===== src/rtl/hazard_scoreboard_unit.sv =====
// Pipeline hazard unit: M/W/MDU forwarding, load-use and MDU scoreboard stalls,
// branch/jump flush, data-memory wait stall, and outstanding MDU op tracking.
module hazard_scoreboard_unit #(
    parameter int unsigned REG_AW      = 5,
    parameter int unsigned NUM_REGS    = 32,
    parameter int unsigned MDU_MAX_OUT = 2,
    parameter int unsigned CNT_W       = $clog2(MDU_MAX_OUT + 1)
) (
    input  logic              clk,
    input  logic              rst_n,
    input  logic [REG_AW-1:0] rs1_D,
    input  logic [REG_AW-1:0] rs2_D,
    input  logic [REG_AW-1:0] rd_D,
    input  logic [REG_AW-1:0] rs1_E,
    input  logic [REG_AW-1:0] rs2_E,
    input  logic [REG_AW-1:0] rd_E,
    input  logic [1:0]        wb_sel_E,
    input  logic              mdu_issue_E,
    input  logic              pc_src_E,
    input  logic              jump_E,
    input  logic [REG_AW-1:0] rd_M,
    input  logic [REG_AW-1:0] rd_W,
    input  logic              reg_write_M,
    input  logic              reg_write_W,
    input  logic              dmem_stall_M,
    input  logic              mdu_done,
    input  logic [REG_AW-1:0] mdu_rd,
    output logic [1:0]        forward_a_E,
    output logic [1:0]        forward_b_E,
    output logic              stall_F,
    output logic              stall_D,
    output logic              stall_E,
    output logic              stall_M,
    output logic              flush_D,
    output logic              flush_E,
    output logic              flush_M,
    output logic              flush_W,
    output logic [CNT_W-1:0]  mdu_outstanding,
    output logic              sb_err
);

    logic [NUM_REGS-1:0] pending_q, pending_d, pend_eff;
    logic [CNT_W-1:0]    count_q, count_d;
    logic                err_q, err_d;

    logic lw_stall, mdu_e_stall, sb_stall, full_stall, redirect, accept, dec;

    function automatic logic [1:0] fwd_sel(input logic [REG_AW-1:0] rs);
        logic [1:0] sel;
        sel = 2'b00;
        if (rs != '0) begin
            if (reg_write_M && rd_M == rs) begin
                sel = 2'b10;
            end else if (reg_write_W && rd_W == rs) begin
                sel = 2'b01;
            end else if (mdu_done && mdu_rd == rs) begin
                sel = 2'b11;
            end
        end
        return sel;
    endfunction

    function automatic logic busy(input logic [REG_AW-1:0] a, input logic [NUM_REGS-1:0] v);
        logic hit;
        hit = 1'b0;
        for (int r = 1; r < NUM_REGS; r++) begin
            if (a == REG_AW'(r)) hit = v[r];
        end
        return hit;
    endfunction

    // Write-through regfile: a register completing this cycle is already free.
    always_comb begin
        for (int r = 0; r < NUM_REGS; r++) begin
            pend_eff[r] = pending_q[r] && !(mdu_done && mdu_rd == REG_AW'(r));
        end
    end

    always_comb begin
        forward_a_E = fwd_sel(rs1_E);
        forward_b_E = fwd_sel(rs2_E);
    end

    always_comb begin
        lw_stall    = (wb_sel_E == 2'b01) && (rd_E != '0) &&
                      ((rs1_D == rd_E) || (rs2_D == rd_E));
        mdu_e_stall = mdu_issue_E && (rd_E != '0) &&
                      ((rs1_D == rd_E) || (rs2_D == rd_E) || (rd_D == rd_E));
        sb_stall    = busy(rs1_D, pend_eff) || busy(rs2_D, pend_eff) || busy(rd_D, pend_eff);
        full_stall  = mdu_issue_E && (count_q == CNT_W'(MDU_MAX_OUT)) && !mdu_done;
        redirect    = pc_src_E || jump_E;
    end

    // Memory wait dominates so a pending redirect is re-evaluated once M drains.
    always_comb begin
        stall_F = 1'b0;
        stall_D = 1'b0;
        stall_E = 1'b0;
        stall_M = 1'b0;
        flush_D = 1'b0;
        flush_E = 1'b0;
        flush_M = 1'b0;
        flush_W = 1'b0;
        if (dmem_stall_M) begin
            stall_F = 1'b1;
            stall_D = 1'b1;
            stall_E = 1'b1;
            stall_M = 1'b1;
            flush_W = 1'b1;
        end else if (full_stall) begin
            stall_F = 1'b1;
            stall_D = 1'b1;
            stall_E = 1'b1;
            flush_M = 1'b1;
        end else if (redirect) begin
            flush_D = 1'b1;
            flush_E = 1'b1;
        end else if (lw_stall || mdu_e_stall || sb_stall) begin
            stall_F = 1'b1;
            stall_D = 1'b1;
            flush_E = 1'b1;
        end
    end

    always_comb begin
        accept    = mdu_issue_E && !stall_E && (rd_E != '0);
        dec       = mdu_done && (count_q != '0);
        pending_d = pending_q;
        // Clear before set so a same-register issue in the completion cycle wins.
        for (int r = 0; r < NUM_REGS; r++) begin
            if (mdu_done && mdu_rd == REG_AW'(r)) pending_d[r] = 1'b0;
            if (accept && rd_E == REG_AW'(r)) pending_d[r] = 1'b1;
        end
        count_d = count_q;
        if (accept && !dec) begin
            count_d = count_q + CNT_W'(1);
        end else if (!accept && dec) begin
            count_d = count_q - CNT_W'(1);
        end
        err_d = err_q || (mdu_done && (count_q == '0));
    end

    always_ff @(posedge clk or negedge rst_n) begin
        if (!rst_n) begin
            pending_q <= '0;
            count_q   <= '0;
            err_q     <= 1'b0;
        end else begin
            pending_q <= pending_d;
            count_q   <= count_d;
            err_q     <= err_d;
        end
    end

    assign mdu_outstanding = count_q;
    assign sb_err          = err_q;

endmodule


===== config.mk =====
export PLATFORM = sky130hd
export DESIGN_NAME = hazard_scoreboard_unit
export DESIGN_NICKNAME = d
export VERILOG_FILES = /design/src/rtl/hazard_scoreboard_unit.sv
export SDC_FILE = /design/constraint.sdc
export NUM_CORES = 1
export LEC_CHECK = 0
export BUFFER_PORTS_ARGS = -buffer_cell sky130_fd_sc_hd__buf_2
export CELL_PAD_IN_SITES_DETAIL_PLACEMENT = 2
export CELL_PAD_IN_SITES_GLOBAL_PLACEMENT = 2
export CORE_MARGIN = 2
export CORE_UTILIZATION = 29
export DETAILED_ROUTE_END_ITERATION = 8
export GPL_TIMING_DRIVEN = 0
export PLACE_DENSITY = 0.84
export SETUP_SLACK_MARGIN = 0.3
export SYNTH_ARGS = -nofsm -noshare
export SYNTH_HDL_FRONTEND = slang
export SYNTH_SLANG_ARGS = --single-unit
export TNS_END_PERCENT = 50

===== constraint.sdc =====
create_clock -name clk -period 2.55 [get_ports clk]
set_input_delay 0.3825 -clock clk [delete_from_list [all_inputs] [get_ports clk]]
set_output_delay 0.3825 -clock clk [all_outputs]
set_load 0.01 [all_outputs]

### Word level (Yosys, flattened, before mapping)

Index checks and enable logic that the tools add are counted.

| storage, ports and cells | value |
|---|---|
| register bits | 34 |
| output and inout bits | 15 |
| word-level logic and storage cells | 571 |

| cells by class | value |
|---|---|
| add/sub/neg operators | 2 |
| equality and inequality tests | 166 |
| muxes and demuxes | 179 |
| reduce and logical (&&, ||, !) cells | 191 |

Operators by type and width:

| cell | count |
|---|---|
| 5-bit == test, second input constant | 80 |
| 5-bit by 4-bit == test with 1-bit output, second input constant | 40 |
| 1-bit 2-to-1 mux | 169 |
| 1-bit logical AND | 111 |
| 5-bit by 3-bit == test with 1-bit output, second input constant | 20 |
| 2-bit nonzero test | 33 |
| 5-bit by 2-bit == test with 1-bit output, second input constant | 10 |
| 5-bit == test | 9 |
| 1-bit zero test | 35 |
| 5-bit by 1-bit == test with 1-bit output, second input constant | 5 |
| 2-bit 2-to-1 mux | 10 |
| 5-bit nonzero test | 3 |
| 1-bit logical OR | 8 |
| 2-bit by 1-bit adder with 2-bit output, second input constant | 1 |
| 2-bit by 1-bit == test with 1-bit output, second input constant | 1 |
| 2-bit == test, second input constant | 1 |
| 2-bit zero test | 1 |
| 2-bit by 1-bit subtractor with 2-bit output, second input constant | 1 |

### Depth between registers and ports, before layout

Gate-level depths: netlist of the first run.

| depth | value |
|---|---|
| depth in word-level cells | 42 |
| gate-level depth with buffers | 11 |
| gate-level depth less buffers | 9 |

### Worst setup path before layout of the first run

OpenSTA, ideal clock, no wires.

| path | value |
|---|---|
| kind | input port to output port |
| start point | input mdu_rd[1] |
| end point | output stall_F |
| data arrival time | 2.471 ns |
| path slack | -0.303 ns |
| cell stages on the path | 11 |
| path buffers | 3 |
| cell sequence | buf_4 nand2b_2 buf_2 nor3_1 a311o_1 a21oi_1 o2bb2ai_1 a2111oi_0 a311oi_2 a21oi_1 buf_4 |

| between the ends | value |
|---|---|
| word-level cells in the longest chain between the ends | 42 |

RTL lines:

| item | RTL line | source |
|---|---|---|
| from (decl) | 27 | `input logic [REG_AW-1:0] mdu_rd,` |
| 5-bit by 1-bit == test with 1-bit output | 75 | `pend_eff[r] = pending_q[r] && !(mdu_done && mdu_rd == REG_AW'(r));` |
| 1-bit logical AND | 75 |  |
| 1-bit zero test | 75 |  |
| 1-bit logical AND | 75 |  |
| 1-bit 2-to-1 mux (31 in a row) | 67 | `if (a == REG_AW'(r)) hit = v[r];` |
| 1-bit logical OR | 89 | `sb_stall = busy(rs1_D, pend_eff) \|\| busy(rs2_D, pend_eff) \|\| busy(rd_D, pend_eff);` |
| 1-bit logical OR (*) | 89 |  |
| 1-bit logical OR (*) | 118 | `end else if (lw_stall \|\| mdu_e_stall \|\| sb_stall) begin` |
| 1-bit 2-to-1 mux (*) (4 in a row) | - |  |
| to (decl) | 30 | `output logic stall_F,` |

Every way passes the cells marked *; elsewhere a longest branch is shown, timed or not.

### Worst setup path in the final report of the first run

| path | value |
|---|---|
| start point | input mdu_rd[4] |
| end point | output stall_F |

| between the ends | value |
|---|---|
| word-level cells in the longest chain between the ends | 42 |

RTL lines:

| item | RTL line | source |
|---|---|---|
| 5-bit by 1-bit == test with 1-bit output | 75 |  |
| 1-bit logical AND | 75 |  |
| 1-bit zero test | 75 |  |
| 1-bit logical AND | 75 |  |
| 1-bit 2-to-1 mux (31 in a row) | 67 |  |
| 1-bit logical OR | 89 |  |
| 1-bit logical OR (*) | 89 |  |
| 1-bit logical OR (*) | 118 |  |
| 1-bit 2-to-1 mux (*) | 118 |  |
| 1-bit 2-to-1 mux (*) | 115 | `end else if (redirect) begin` |
| 1-bit 2-to-1 mux (*) | 110 | `end else if (full_stall) begin` |
| 1-bit 2-to-1 mux (*) | 104 | `if (dmem_stall_M) begin` |

Marks and branches as above.

==> flow_results.xml, run 1 <==
<?xml version="1.0" encoding="UTF-8"?>
<metrics>
  <group name="worst_setup_path">
    <metric name="crit_path_end_kind" unit="">output port</metric>
    <metric name="timing.setup.critical_path_class" unit="">in2out</metric>
    <metric name="worstPathMaxFanout" unit="">10</metric>
    <metric name="critical_path_start_type" unit="">input port</metric>
    <metric name="worst_ep_arrival_time" unit="ns">2.85</metric>
    <metric name="worst-endpoint-required" unit="ns">2.17</metric>
  </group>
  <group name="cts">
    <metric name="clk_pin_slew" unit="ns">0.06</metric>
    <metric name="clock_tree.htree_level_count" unit="">2</metric>
    <metric name="clk-insertion-delay-late" unit="ns">0.29</metric>
    <metric name="tritoncts.num_buffers" unit="">5</metric>
    <metric name="clock_sink_count" unit="">34</metric>
    <metric name="cts-root-buf" unit="">clkbuf_16</metric>
    <metric name="tritoncts_clock_tree" unit="">done</metric>
    <metric name="ctsLongestPathBuffers" unit="">2</metric>
  </group>
  <group name="detailed_routing">
    <metric name="vias" unit="">5148</metric>
    <metric name="drt_drc_violations_left" unit="">0</metric>
    <metric name="route.final.wire_length" unit="µm">23900</metric>
    <metric name="route.antenna.remaining_nets" unit="">0</metric>
    <metric name="drtIter0Drc" unit="">532</metric>
    <metric name="met2_length" unit="µm">11300</metric>
    <metric name="drtPass1Iterations" unit="">7</metric>
    <metric name="detail_route.wl_per_cell" unit="µm">30.4</metric>
    <metric name="vias_per_cell" unit="">6.56</metric>
    <metric name="dr.max_layer_used" unit="">met4</metric>
    <metric name="met3WireLength" unit="µm">1980</metric>
    <metric name="m1_wire_length" unit="µm">8890</metric>
  </group>
  <group name="placed_design">
    <metric name="post-place-cells" unit="">746</metric>
    <metric name="place_area" unit="µm²">4410</metric>
    <metric name="globalplace.congestion" unit="">1.04</metric>
    <metric name="dpl.hpwl" unit="µm">14600</metric>
    <metric name="dp_slack" unit="ns">-1.19</metric>
    <metric name="number_of_port_buffers" unit="">56</metric>
  </group>
  <group name="layout">
    <metric name="nNetsFinal" unit="">665</metric>
    <metric name="nFillCells" unit="">1501</metric>
    <metric name="non_filler_cells_in_the_finished_layout" unit="">785</metric>
    <metric name="postLayoutCoreUtil" unit="">0.404</metric>
    <metric name="finish.instance_area" unit="µm²">5310</metric>
    <metric name="drive_gt1_frac" unit="">0.302</metric>
    <metric name="areaGrowthSynthToFinish" unit="%">37.1</metric>
    <metric name="antenna_cells" unit="">0</metric>
  </group>
  <group name="floorplanning">
    <metric name="die_width" unit="µm">120</metric>
    <metric name="die_height" unit="µm">120</metric>
    <metric name="initial_core_util" unit="">0.295</metric>
    <metric name="placeableCoreArea" unit="µm²">13100</metric>
    <metric name="die-area" unit="µm²">14300</metric>
    <metric name="core.rowCount" unit="">42</metric>
    <metric name="boundaryPins" unit="">71</metric>
  </group>
  <group name="timing">
    <metric name="grt_setup_unrepaired" unit="">yes</metric>
    <metric name="worst_pin_slew" unit="ns">0.868</metric>
    <metric name="final_layout_setup_total_negative_slack" unit="ns">-1.93</metric>
    <metric name="timing_max_transition_violations_final" unit="">0</metric>
    <metric name="period_minus_slack" unit="ns">3.24</metric>
    <metric name="setup_viol" unit="">3</metric>
    <metric name="worst_slew_margin_rel" unit="">0.421</metric>
    <metric name="hold_violations_final" unit="">0</metric>
    <metric name="post_route_skew" unit="ns">0.00747</metric>
    <metric name="timing.final.ws_setup" unit="ns">-0.687</metric>
    <metric name="fin_hold_ws" unit="ns">0.212</metric>
    <metric name="final_min_period_over_clock_period" unit="">1.27</metric>
    <metric name="maxClockFrequency" unit="GHz">0.309</metric>
  </group>
  <group name="synth">
    <metric name="synth-seq-area-share" unit="">0.220</metric>
    <metric name="postSynthAreaPerCell" unit="µm²">7.54</metric>
    <metric name="synth.ff_latch_count" unit="">34</metric>
    <metric name="syn_inst" unit="">514</metric>
    <metric name="synth_enable_flop_cells" unit="">0</metric>
    <metric name="netlist_area_before_placement" unit="µm²">3870</metric>
    <metric name="netlist-cell-type-count" unit="">76</metric>
    <metric name="synth-main-ff-cell" unit="">dfrtp_1</metric>
    <metric name="yosys_warnings" unit="">0</metric>
    <metric name="synthesis.nets" unit="">571</metric>
    <metric name="ys_async_sr_fraction" unit="">1.00</metric>
  </group>
  <group name="global_routing">
    <metric name="groute.usage.overall" unit="">0.304</metric>
    <metric name="number_of_antenna_violations_at_the_first_check_in_global_routing" unit="">0</metric>
    <metric name="grt_pass1_vias" unit="">5411</metric>
    <metric name="maximum_number_of_pins_on_one_net_before_global_route_repair" unit="">35</metric>
    <metric name="grt_remaining_overflow" unit="">0</metric>
    <metric name="first_pass_grt_wire_length" unit="µm">33100</metric>
  </group>
  <group name="hold_path">
    <metric name="worst_hold_path_type" unit="">in2async</metric>
  </group>
  <group name="run_status">
    <metric name="outcome" unit="">finished with violations</metric>
    <metric name="failed_checks" unit="">negative setup slack</metric>
  </group>
  <group name="pwr">
    <metric name="powerDensity" unit="nW/µm²">531</metric>
    <metric name="p_total" unit="mW">2.82</metric>
    <metric name="ir_drop" unit="mV">0.286</metric>
    <metric name="power_leakage" unit="nW">2.08</metric>
  </group>
  <group name="job">
    <metric name="drv.max_cap_violation_count" unit="">0</metric>
  </group>
</metrics>
cell type report:
class / instances / area, µm² / area share
Buffer: 43 / 270 / 0.0509
Clock buffer: 8 / 166 / 0.0313
Inverter: 11 / 42.5 / 0.00801
Multi-Input combinational cell: 426 / 3160 / 0.595
Sequential cell: 34 / 851 / 0.160
Tap cell: 176 / 220 / 0.0415
Timing Repair Buffer: 87 / 599 / 0.113
worst paths after layout:
path | slack, ns | depth (start not counted) | startpoint | to
max | -0.69 | 14 | mdu_rd[4] | stall_F
min | 0.21 | 1 | rst_n | pending_q[3]$_DFFE_PN0P_
max reg2reg | 0.63 | 6 | mdu_outstanding[0]$_DFFE_PN0P_ | pending_q[6]$_DFFE_PN0P_
min reg2reg | 0.46 | 1 | sb_err$_DFF_PN0_ | sb_err$_DFF_PN0_
max in group asynchronous | 1.79 | 1 | rst_n | pending_q[9]$_DFFE_PN0P_
min in group clk | 0.46 | 1 | sb_err$_DFF_PN0_ | sb_err$_DFF_PN0_
cells by family after synthesis:
kind of cell	Yosys count	share of synthesized area
flops	34	0.220
xor+xnor	51	0.115
buf+inv	54	0.0591
compound gates	174	0.297
mux	13	0.0381
fa+ha+maj	1	0.00323
simple gates	187	0.268
cells in the mapped netlist (all sizes together), types with 13 or more instances:
cell    number  share of area
nor3        15          0.019
buf         14          0.020
a21oi       20          0.026
o211ai      13          0.025
xor2        43          0.097
clkbuf      29          0.028
dfrtp       34           0.22
nand2       28          0.027
nor4        13          0.021
nand2b      22          0.036
o21ai       74           0.10
nor2        38          0.037
critical path: stages:
cell      delay, ns
buf_4          0.15
buf_6          0.15
nand4b_4       0.25
buf_4          0.20
buf_4          0.14
o21a_1         0.21
o31ai_1        0.42
a21oi_1        0.12
o221ai_2       0.21
a21oi_1        0.12
nor2_1         0.16
a21oi_2        0.08
buf_4          0.15
buf_6          0.11
registers in the layout, summed over array words and instances (netlist names):
| name | flops |
|---|---|
| pending_q | 31 |
| sb_err | 1 |
| mdu_outstanding | 2 |
routing by layer:
metal,GRT usage,vias to the layer above
li1,-,2097
met2,0.506,324
met4,0.176,0
met1,0.359,2604
met3,0.0675,123
met5,0,-
cells in the final DEF, fill, tap and decap left out, types with 6 or more instances in the layout:
| master | netlist | final |
|---|---|---|
| a21oi_1 | 20 | 16 |
| and3_1 | 7 | 7 |
| buf_2 | 9 | 53 |
| buf_4 | 4 | 35 |
| buf_6 | 0 | 6 |
| clkbuf_1 | 29 | 13 |
| clkbuf_16 | 0 | 6 |
| clkbuf_2 | 0 | 15 |
| dfrtp_1 | 34 | 34 |
| inv_1 | 9 | 9 |
| mux2i_1 | 8 | 8 |
| nand2_1 | 28 | 27 |
| nand2b_1 | 21 | 20 |
| nand3_1 | 12 | 12 |
| nand4_1 | 6 | 6 |
| nor2_1 | 38 | 37 |
| nor2b_1 | 12 | 11 |
| nor3_1 | 15 | 14 |
| nor4_1 | 13 | 9 |
| o2111ai_1 | 6 | 6 |
| o211ai_1 | 13 | 13 |
| o21ai_0 | 50 | 46 |
| o21ai_1 | 21 | 8 |
| o21ai_4 | 1 | 15 |
| o22ai_1 | 6 | 6 |
| or3_1 | 8 | 8 |
| xnor2_1 | 8 | 8 |
| xor2_1 | 43 | 43 |
report_power, final:
group,internal (mW),switching [mW],leakage (nW),total [mW]
clock network,0.443,0.245,0.0832,0.687
registers,0.658,0.149,0.436,0.807
logic,0.500,0.826,1.56,1.33
timing repair:
item / CTS / global route
cloned: 0 / 1
endpoints found under the hold margin: 0 / 0
resized for setup: 71 / 43
setup endpoints to repair: 5 / 7
hold buffers: 0 / 0
setup buffers: 19 / 11
pin swaps: 18 / 19
Note: power is estimated with default switching activity, not from simulation.
==> run 2, diff against run 1 <==
- CORE_UTILIZATION: 29 -> 35
- PLACE_DENSITY: 0.84 -> 0.94
- clock period: 2.55 -> 4 ns (I/O delays scaled with it)
==> flow_results.xml, run 2 (synthesized netlist as in run 1, its figures left out) <==
<?xml version="1.0" encoding="UTF-8"?>
<metrics>
  <group name="run_status">
    <metric name="outcome" unit="">finished clean</metric>
  </group>
  <group name="detailed_routing">
    <metric name="drtIter0Drc" unit="">704</metric>
    <metric name="route.final.wire_length" unit="µm">26100</metric>
    <metric name="vias" unit="">5324</metric>
    <metric name="detail_route.wl_per_cell" unit="µm">35.0</metric>
    <metric name="vias_per_cell" unit="">7.15</metric>
    <metric name="route.antenna.remaining_nets" unit="">0</metric>
    <metric name="drt_drc_violations_left" unit="">0</metric>
    <metric name="drtPass1Iterations" unit="">5</metric>
  </group>
  <group name="layout">
    <metric name="finish.instance_area" unit="µm²">5110</metric>
    <metric name="largest_register" unit="">pending_q</metric>
    <metric name="layout.cells.most_common" unit="">buf_2</metric>
    <metric name="drive_gt1_frac" unit="">0.283</metric>
    <metric name="largest_register_ff_count" unit="">31</metric>
    <metric name="top_library_cells_by_usage_in_the_layout_fill_and_taps_aside" unit="">buf_2 (53), o21ai_0 (48), xor2_1 (43)</metric>
    <metric name="postLayoutCoreUtil" unit="">0.472</metric>
    <metric name="areaGrowthSynthToFinish" unit="%">32.0</metric>
    <metric name="antenna_cells" unit="">0</metric>
    <metric name="nNetsFinal" unit="">661</metric>
  </group>
  <group name="cts">
    <metric name="ctsLongestPathBuffers" unit="">2</metric>
    <metric name="clk-insertion-delay-late" unit="ns">0.32</metric>
    <metric name="tritoncts_clock_tree" unit="">done</metric>
    <metric name="cts_hold_repair.buffers" unit="">0</metric>
    <metric name="cts-root-buf" unit="">clkbuf_8</metric>
    <metric name="tritoncts.num_buffers" unit="">5</metric>
    <metric name="clk_pin_slew" unit="ns">0.10</metric>
    <metric name="clock_sink_count" unit="">34</metric>
    <metric name="clock_tree.htree_level_count" unit="">2</metric>
  </group>
  <group name="placed_design">
    <metric name="place_area" unit="µm²">4330</metric>
    <metric name="globalplace.congestion" unit="">1.03</metric>
    <metric name="number_of_port_buffers" unit="">56</metric>
    <metric name="dpl.hpwl" unit="µm">14700</metric>
  </group>
  <group name="worst_setup_path">
    <metric name="rrSetupSlack" unit="ns">1.67</metric>
    <metric name="critical_path_start_type" unit="">input port</metric>
    <metric name="critical_path_buf_inv_count" unit="">4</metric>
    <metric name="worstPathMaxFanout" unit="">10</metric>
    <metric name="worst_ep_arrival_time" unit="ns">3.28</metric>
    <metric name="crit_path_end_kind" unit="">output port</metric>
    <metric name="cell_type_group_with_the_largest_total_delay_on_the_critical_path" unit="">compound AO/OA/AOI/OAI gates</metric>
    <metric name="critPathMaxStageDelay" unit="ns">0.47</metric>
    <metric name="timing.setup.critical_path_class" unit="">in2out</metric>
    <metric name="timing.critical_path.slowest_stage_cell" unit="">a21oi_1</metric>
    <metric name="worst_path_most_repeated_cell" unit="">buf_2</metric>
    <metric name="worst-endpoint-required" unit="ns">3.40</metric>
    <metric name="total_stage_count_of_the_critical_path" unit="">12</metric>
    <metric name="critical_path.cell_chain" unit="">buf_2 &gt; clkbuf_2 &gt; nor2b_1 &gt; nand2_1 &gt; a21oi_1 &gt; o21a_1 &gt; a221oi_4 &gt; a2111oi_4 &gt; a311oi_2 &gt; buf_4 &gt; a21oi_2 &gt; buf_2</metric>
    <metric name="timing.reg2reg.worst_path_depth" unit="">6</metric>
  </group>
  <group name="timing">
    <metric name="worst_slew_margin_rel" unit="">0.464</metric>
    <metric name="maxClockFrequency" unit="GHz">0.258</metric>
    <metric name="hold_violations_final" unit="">0</metric>
    <metric name="post_route_skew" unit="ns">0.0201</metric>
    <metric name="final_min_period_over_clock_period" unit="">0.970</metric>
    <metric name="worst_pin_slew" unit="ns">0.804</metric>
    <metric name="period_minus_slack" unit="ns">3.88</metric>
    <metric name="setup_viol" unit="">0</metric>
    <metric name="grt_setup_unrepaired" unit="">no</metric>
    <metric name="timing_max_transition_violations_final" unit="">0</metric>
  </group>
  <group name="global_routing">
    <metric name="number_of_antenna_violations_at_the_first_check_in_global_routing" unit="">0</metric>
    <metric name="maximum_number_of_pins_on_one_net_before_global_route_repair" unit="">35</metric>
    <metric name="grt_pass1_vias" unit="">5414</metric>
    <metric name="first_pass_grt_wire_length" unit="µm">34000</metric>
    <metric name="groute.usage.overall" unit="">0.392</metric>
    <metric name="grt_remaining_overflow" unit="">0</metric>
  </group>
  <group name="floorplanning">
    <metric name="initial_core_util" unit="">0.357</metric>
    <metric name="die-area" unit="µm²">11900</metric>
    <metric name="die_height" unit="µm">109</metric>
    <metric name="die_width" unit="µm">109</metric>
    <metric name="placeableCoreArea" unit="µm²">10800</metric>
    <metric name="boundaryPins" unit="">71</metric>
    <metric name="core.rowCount" unit="">38</metric>
  </group>
  <group name="job">
    <metric name="drv.max_cap_violation_count" unit="">0</metric>
  </group>
  <group name="hold_path">
    <metric name="worst_hold_path_type" unit="">in2async</metric>
  </group>
  <group name="pwr">
    <metric name="ir_drop" unit="mV">0.397</metric>
    <metric name="power_leakage" unit="nW">1.99</metric>
    <metric name="powerDensity" unit="nW/µm²">353</metric>
  </group>
</metrics>
[run 2: cell types whose count changed in the layout (fill, tap and decap cells not counted), moves of 3 or more]
cell,previous run,this run
clkbuf_16,6,0
clkbuf_1,13,16
buf_12,4,0
o21ai_2,5,8
o21ai_1,8,3
clkbuf_2,15,10
[run 2: worst reg2reg max path, cell delays in order, from the launching register on]
cell and delay, ns:
dfrtp_1 0.37, clkbuf_1 0.27, nor3_1 0.10, nor2_1 0.40, and3_1 0.39, nand2b_1 0.22, o21ai_0 0.46
[run 2: final timing paths]
kind,from,endpoint
min,rst_n,pending_q[24]$_DFFE_PN0P_
min in group clk,sb_err$_DFF_PN0_,sb_err$_DFF_PN0_
max in group asynchronous,rst_n,sb_err$_DFF_PN0_
max reg2reg,mdu_outstanding[0]$_DFFE_PN0P_,pending_q[30]$_DFFE_PN0P_
max,rd_D[3],flush_E
min reg2reg,sb_err$_DFF_PN0_,sb_err$_DFF_PN0_
[run 2: stage by stage]
stage | std cells | hold WS (ns) | setup WS [ns] | total power [mW] | setup TNS, ns
6_report | 745 | 0.368 | 0.121 | 1.81 | 0
2_1_floorplan | 514 | 0.304 | 0.712 | 0.829 | 0
5_1_grt | 745 | 0.401 | 0.101 | 1.83 | 0
3_3_place_gp | 710 | 0.436 | -0.173 | 1.07 | -0.309
4_1_cts | 735 | 0.394 | 0.318 | 1.59 | 0
3_5_place_dp | 710 | 0.454 | -0.320 | 1.11 | -0.784
[run 2: power by group]
part | leakage, nW | switching, mW | internal [mW]
Combinational | 1.49 | 0.567 | 0.298
Clock | 0.0683 | 0.161 | 0.250
Sequential | 0.436 | 0.113 | 0.418
[run 2: per-layer routing]
layer / GRT usage / vias to the layer above / part of all wire
met4: 0.235 / 0 / 0.076
met1: 0.467 / 2632 / 0.38
met5: 0 / - / 0
met2: 0.626 / 420 / 0.45
met3: 0.109 / 171 / 0.099
li1: - / 2101 / -
[run 2: cell type report]
type / count / area [µm²]
fillers: 1199 / 5730
clock buffers: 5 / 68.8
flip-flops and latches: 34 / 851
plain buffers: 43 / 259
clock inverters: 3 / 68.8
well taps: 140 / 175
repair buffers: 83 / 514
inverters: 11 / 42.5
multi-input cells: 426 / 3140
[run 2: repair_timing]
item / in CTS / in global routing
setup endpoints to repair: 3 / 3
gates resized for setup: 57 / 54
endpoints found under the hold margin: 0 / 0
pin swaps: 10 / 17
buffers inserted: 17 / 10
==> run 3, diff against run 2 <==
- BUFFER_PORTS_ARGS: -buffer_cell sky130_fd_sc_hd__buf_2 -> not set
- CORE_UTILIZATION: 35 -> 40
- DONT_BUFFER_PORTS: not set -> 1
==> flow_results.xml, run 3 (synthesized netlist as in run 1, its figures left out) <==
<?xml version="1.0" encoding="UTF-8"?>
<metrics>
  <group name="detailed_routing">
    <metric name="detail_route.wl_per_cell" unit="µm">33.8</metric>
    <metric name="drtIter0Drc" unit="">486</metric>
    <metric name="drtPass1Iterations" unit="">5</metric>
    <metric name="route.final.wire_length" unit="µm">22400</metric>
    <metric name="drt_drc_violations_left" unit="">0</metric>
    <metric name="vias" unit="">4929</metric>
    <metric name="route.antenna.remaining_nets" unit="">0</metric>
    <metric name="vias_per_cell" unit="">7.42</metric>
  </group>
  <group name="floorplanning">
    <metric name="placeableCoreArea" unit="µm²">9330</metric>
    <metric name="die_height" unit="µm">102</metric>
    <metric name="core.rowCount" unit="">35</metric>
    <metric name="boundaryPins" unit="">71</metric>
    <metric name="die-area" unit="µm²">10500</metric>
    <metric name="die_width" unit="µm">102</metric>
    <metric name="initial_core_util" unit="">0.415</metric>
  </group>
  <group name="timing">
    <metric name="fin_hold_ws" unit="ns">0.545</metric>
    <metric name="hold_violations_final" unit="">0</metric>
    <metric name="timing.final.ws_setup" unit="ns">0.213</metric>
    <metric name="timing_max_transition_violations_final" unit="">0</metric>
    <metric name="period_minus_slack" unit="ns">3.79</metric>
    <metric name="grt_setup_unrepaired" unit="">no</metric>
    <metric name="worst_slew_margin_rel" unit="">0.370</metric>
    <metric name="post_route_skew" unit="ns">0.0141</metric>
    <metric name="setup_viol" unit="">0</metric>
    <metric name="maxClockFrequency" unit="GHz">0.264</metric>
    <metric name="final_layout_setup_total_negative_slack" unit="ns">0</metric>
    <metric name="final_min_period_over_clock_period" unit="">0.947</metric>
    <metric name="worst_pin_slew" unit="ns">0.942</metric>
  </group>
  <group name="worst_setup_path">
    <metric name="critical_path_buf_inv_count" unit="">2</metric>
    <metric name="cell_type_group_with_the_largest_total_delay_on_the_critical_path" unit="">compound AO/OA/AOI/OAI gates</metric>
    <metric name="critical_path.cell_chain" unit="">buf_2 &gt; nand4b_1 &gt; o21ai_1 &gt; o32ai_1 &gt; nand3_1 &gt; o211ai_1 &gt; a211o_1 &gt; a311oi_2 &gt; a21oi_2 &gt; buf_4</metric>
    <metric name="total_stage_count_of_the_critical_path" unit="">10</metric>
    <metric name="critPathMaxStageDelay" unit="ns">0.50</metric>
    <metric name="worst_setup_path_startpoint" unit="">mdu_rd[0]</metric>
    <metric name="rrSetupSlack" unit="ns">1.47</metric>
    <metric name="endpoint" unit="">stall_F</metric>
    <metric name="reg2reg_to" unit="">pending_q[6]$_DFFE_PN0P_</metric>
    <metric name="timing.reg2reg.worst_path_depth" unit="">6</metric>
    <metric name="worst-endpoint-required" unit="ns">3.40</metric>
    <metric name="r2r-start" unit="">mdu_outstanding[0]$_DFFE_PN0P_</metric>
    <metric name="critical_path_start_type" unit="">input port</metric>
    <metric name="timing.critical_path.slowest_stage_cell" unit="">o21ai_1</metric>
    <metric name="crit_path_end_kind" unit="">output port</metric>
    <metric name="timing.setup.critical_path_class" unit="">in2out</metric>
    <metric name="worstPathMaxFanout" unit="">10</metric>
    <metric name="worst_ep_arrival_time" unit="ns">3.19</metric>
  </group>
  <group name="cts">
    <metric name="ctsLongestPathBuffers" unit="">2</metric>
    <metric name="clock_sink_count" unit="">34</metric>
    <metric name="tritoncts.num_buffers" unit="">5</metric>
    <metric name="clk-insertion-delay-late" unit="ns">0.30</metric>
    <metric name="cts-root-buf" unit="">clkbuf_8</metric>
    <metric name="tritoncts_clock_tree" unit="">done</metric>
    <metric name="clk_pin_slew" unit="ns">0.07</metric>
    <metric name="clock_tree.htree_level_count" unit="">2</metric>
  </group>
  <group name="layout">
    <metric name="non_filler_cells_in_the_finished_layout" unit="">664</metric>
    <metric name="layout.cells.most_common" unit="">o21ai_0</metric>
    <metric name="drive_gt1_frac" unit="">0.142</metric>
    <metric name="areaGrowthSynthToFinish" unit="%">15.0</metric>
    <metric name="top_library_cells_by_usage_in_the_layout_fill_and_taps_aside" unit="">o21ai_0 (48), xor2_1 (43), nor2_1 (38)</metric>
    <metric name="finish.instance_area" unit="µm²">4460</metric>
    <metric name="postLayoutCoreUtil" unit="">0.478</metric>
    <metric name="antenna_cells" unit="">0</metric>
    <metric name="largest_register_ff_count" unit="">31</metric>
    <metric name="nNetsFinal" unit="">591</metric>
    <metric name="largest_register" unit="">pending_q</metric>
  </group>
  <group name="global_routing">
    <metric name="number_of_antenna_violations_at_the_first_check_in_global_routing" unit="">1</metric>
    <metric name="grt_remaining_overflow" unit="">0</metric>
    <metric name="maximum_number_of_pins_on_one_net_before_global_route_repair" unit="">19</metric>
    <metric name="first_pass_grt_wire_length" unit="µm">29300</metric>
    <metric name="groute.usage.overall" unit="">0.380</metric>
    <metric name="grt_pass1_vias" unit="">4867</metric>
  </group>
  <group name="run_status">
    <metric name="outcome" unit="">finished clean</metric>
  </group>
  <group name="pwr">
    <metric name="powerDensity" unit="nW/µm²">343</metric>
    <metric name="power.internal" unit="µW">820</metric>
    <metric name="clkPwrFrac" unit="">0.207</metric>
    <metric name="switchingPower" unit="µW">709</metric>
    <metric name="power_leakage" unit="nW">1.62</metric>
    <metric name="sw_frac_of_total" unit="">0.464</metric>
    <metric name="power.share.combinational" unit="">0.456</metric>
    <metric name="share_seq_of_total_power" unit="">0.337</metric>
    <metric name="ir_drop" unit="mV">0.340</metric>
    <metric name="p_total" unit="mW">1.53</metric>
  </group>
  <group name="hold_path">
    <metric name="min-delay-start" unit="">sb_err$_DFF_PN0_</metric>
    <metric name="worst_hold_path_type" unit="">reg2reg</metric>
  </group>
  <group name="placed_design">
    <metric name="globalplace.congestion" unit="">1.03</metric>
    <metric name="place_area" unit="µm²">4040</metric>
    <metric name="dp_slack" unit="ns">-0.280</metric>
    <metric name="number_of_port_buffers" unit="">0</metric>
    <metric name="dpl.hpwl" unit="µm">14000</metric>
    <metric name="post-place-cells" unit="">643</metric>
  </group>
  <group name="job">
    <metric name="drv.max_cap_violation_count" unit="">0</metric>
  </group>
</metrics>
## run 3: how the worst min path moves through the flow
stage / to / slack, ns / depth (start not counted)
after floorplan: mdu_outstanding[0]$_DFFE_PN0P_ / 0.30 / 0
after global placement: pending_q[3]$_DFFE_PN0P_ / 0.31 / 0
after detailed placement: pending_q[3]$_DFFE_PN0P_ / 0.31 / 0
after CTS: sb_err$_DFF_PN0_ / 0.002 / 0
after global routing: sb_err$_DFF_PN0_ / 0.56 / 1
final: sb_err$_DFF_PN0_ / 0.55 / 1
## run 3: cell type report
cell class | count | area, µm²
Fill cell | 1071 | 4870
Multi-Input combinational cell | 426 | 2980
Sequential cell | 34 | 851
Buffer | 43 | 201
Tap cell | 129 | 161
Clock buffer | 8 | 110
Timing Repair Buffer | 13 | 105
Inverter | 11 | 45.0
## run 3: timing repair
action                                 CTS  global route
buffers inserted                         3             7
hold buffers                             2             1
gates resized for setup                 19            29
pin swaps                                3             9
endpoints found under the hold margin   18             8
setup endpoints to repair                3             3
## run 3: layer usage
layer / wire [µm] / track usage / share of wire
met1: 8400 / 0.486 / 0.37
met5: 0 / 0 / 0
met2: 10200 / 0.623 / 0.45
met3: 2270 / 0.0581 / 0.10
met4: 1600 / 0.189 / 0.071
## run 3: power by group through the flow
| stage | Sequential, mW | Combinational [mW] | Clock [mW] |
|---|---|---|---|
| 2_1_floorplan | 0.461 | 0.368 | 0 |
| 5_1_grt | 0.513 | 0.718 | 0.329 |
| 3_5_place_dp | 0.494 | 0.551 | 0 |
| 4_1_cts | 0.495 | 0.589 | 0.306 |
| 6_report | 0.516 | 0.697 | 0.316 |
| 3_3_place_gp | 0.487 | 0.520 | 0 |
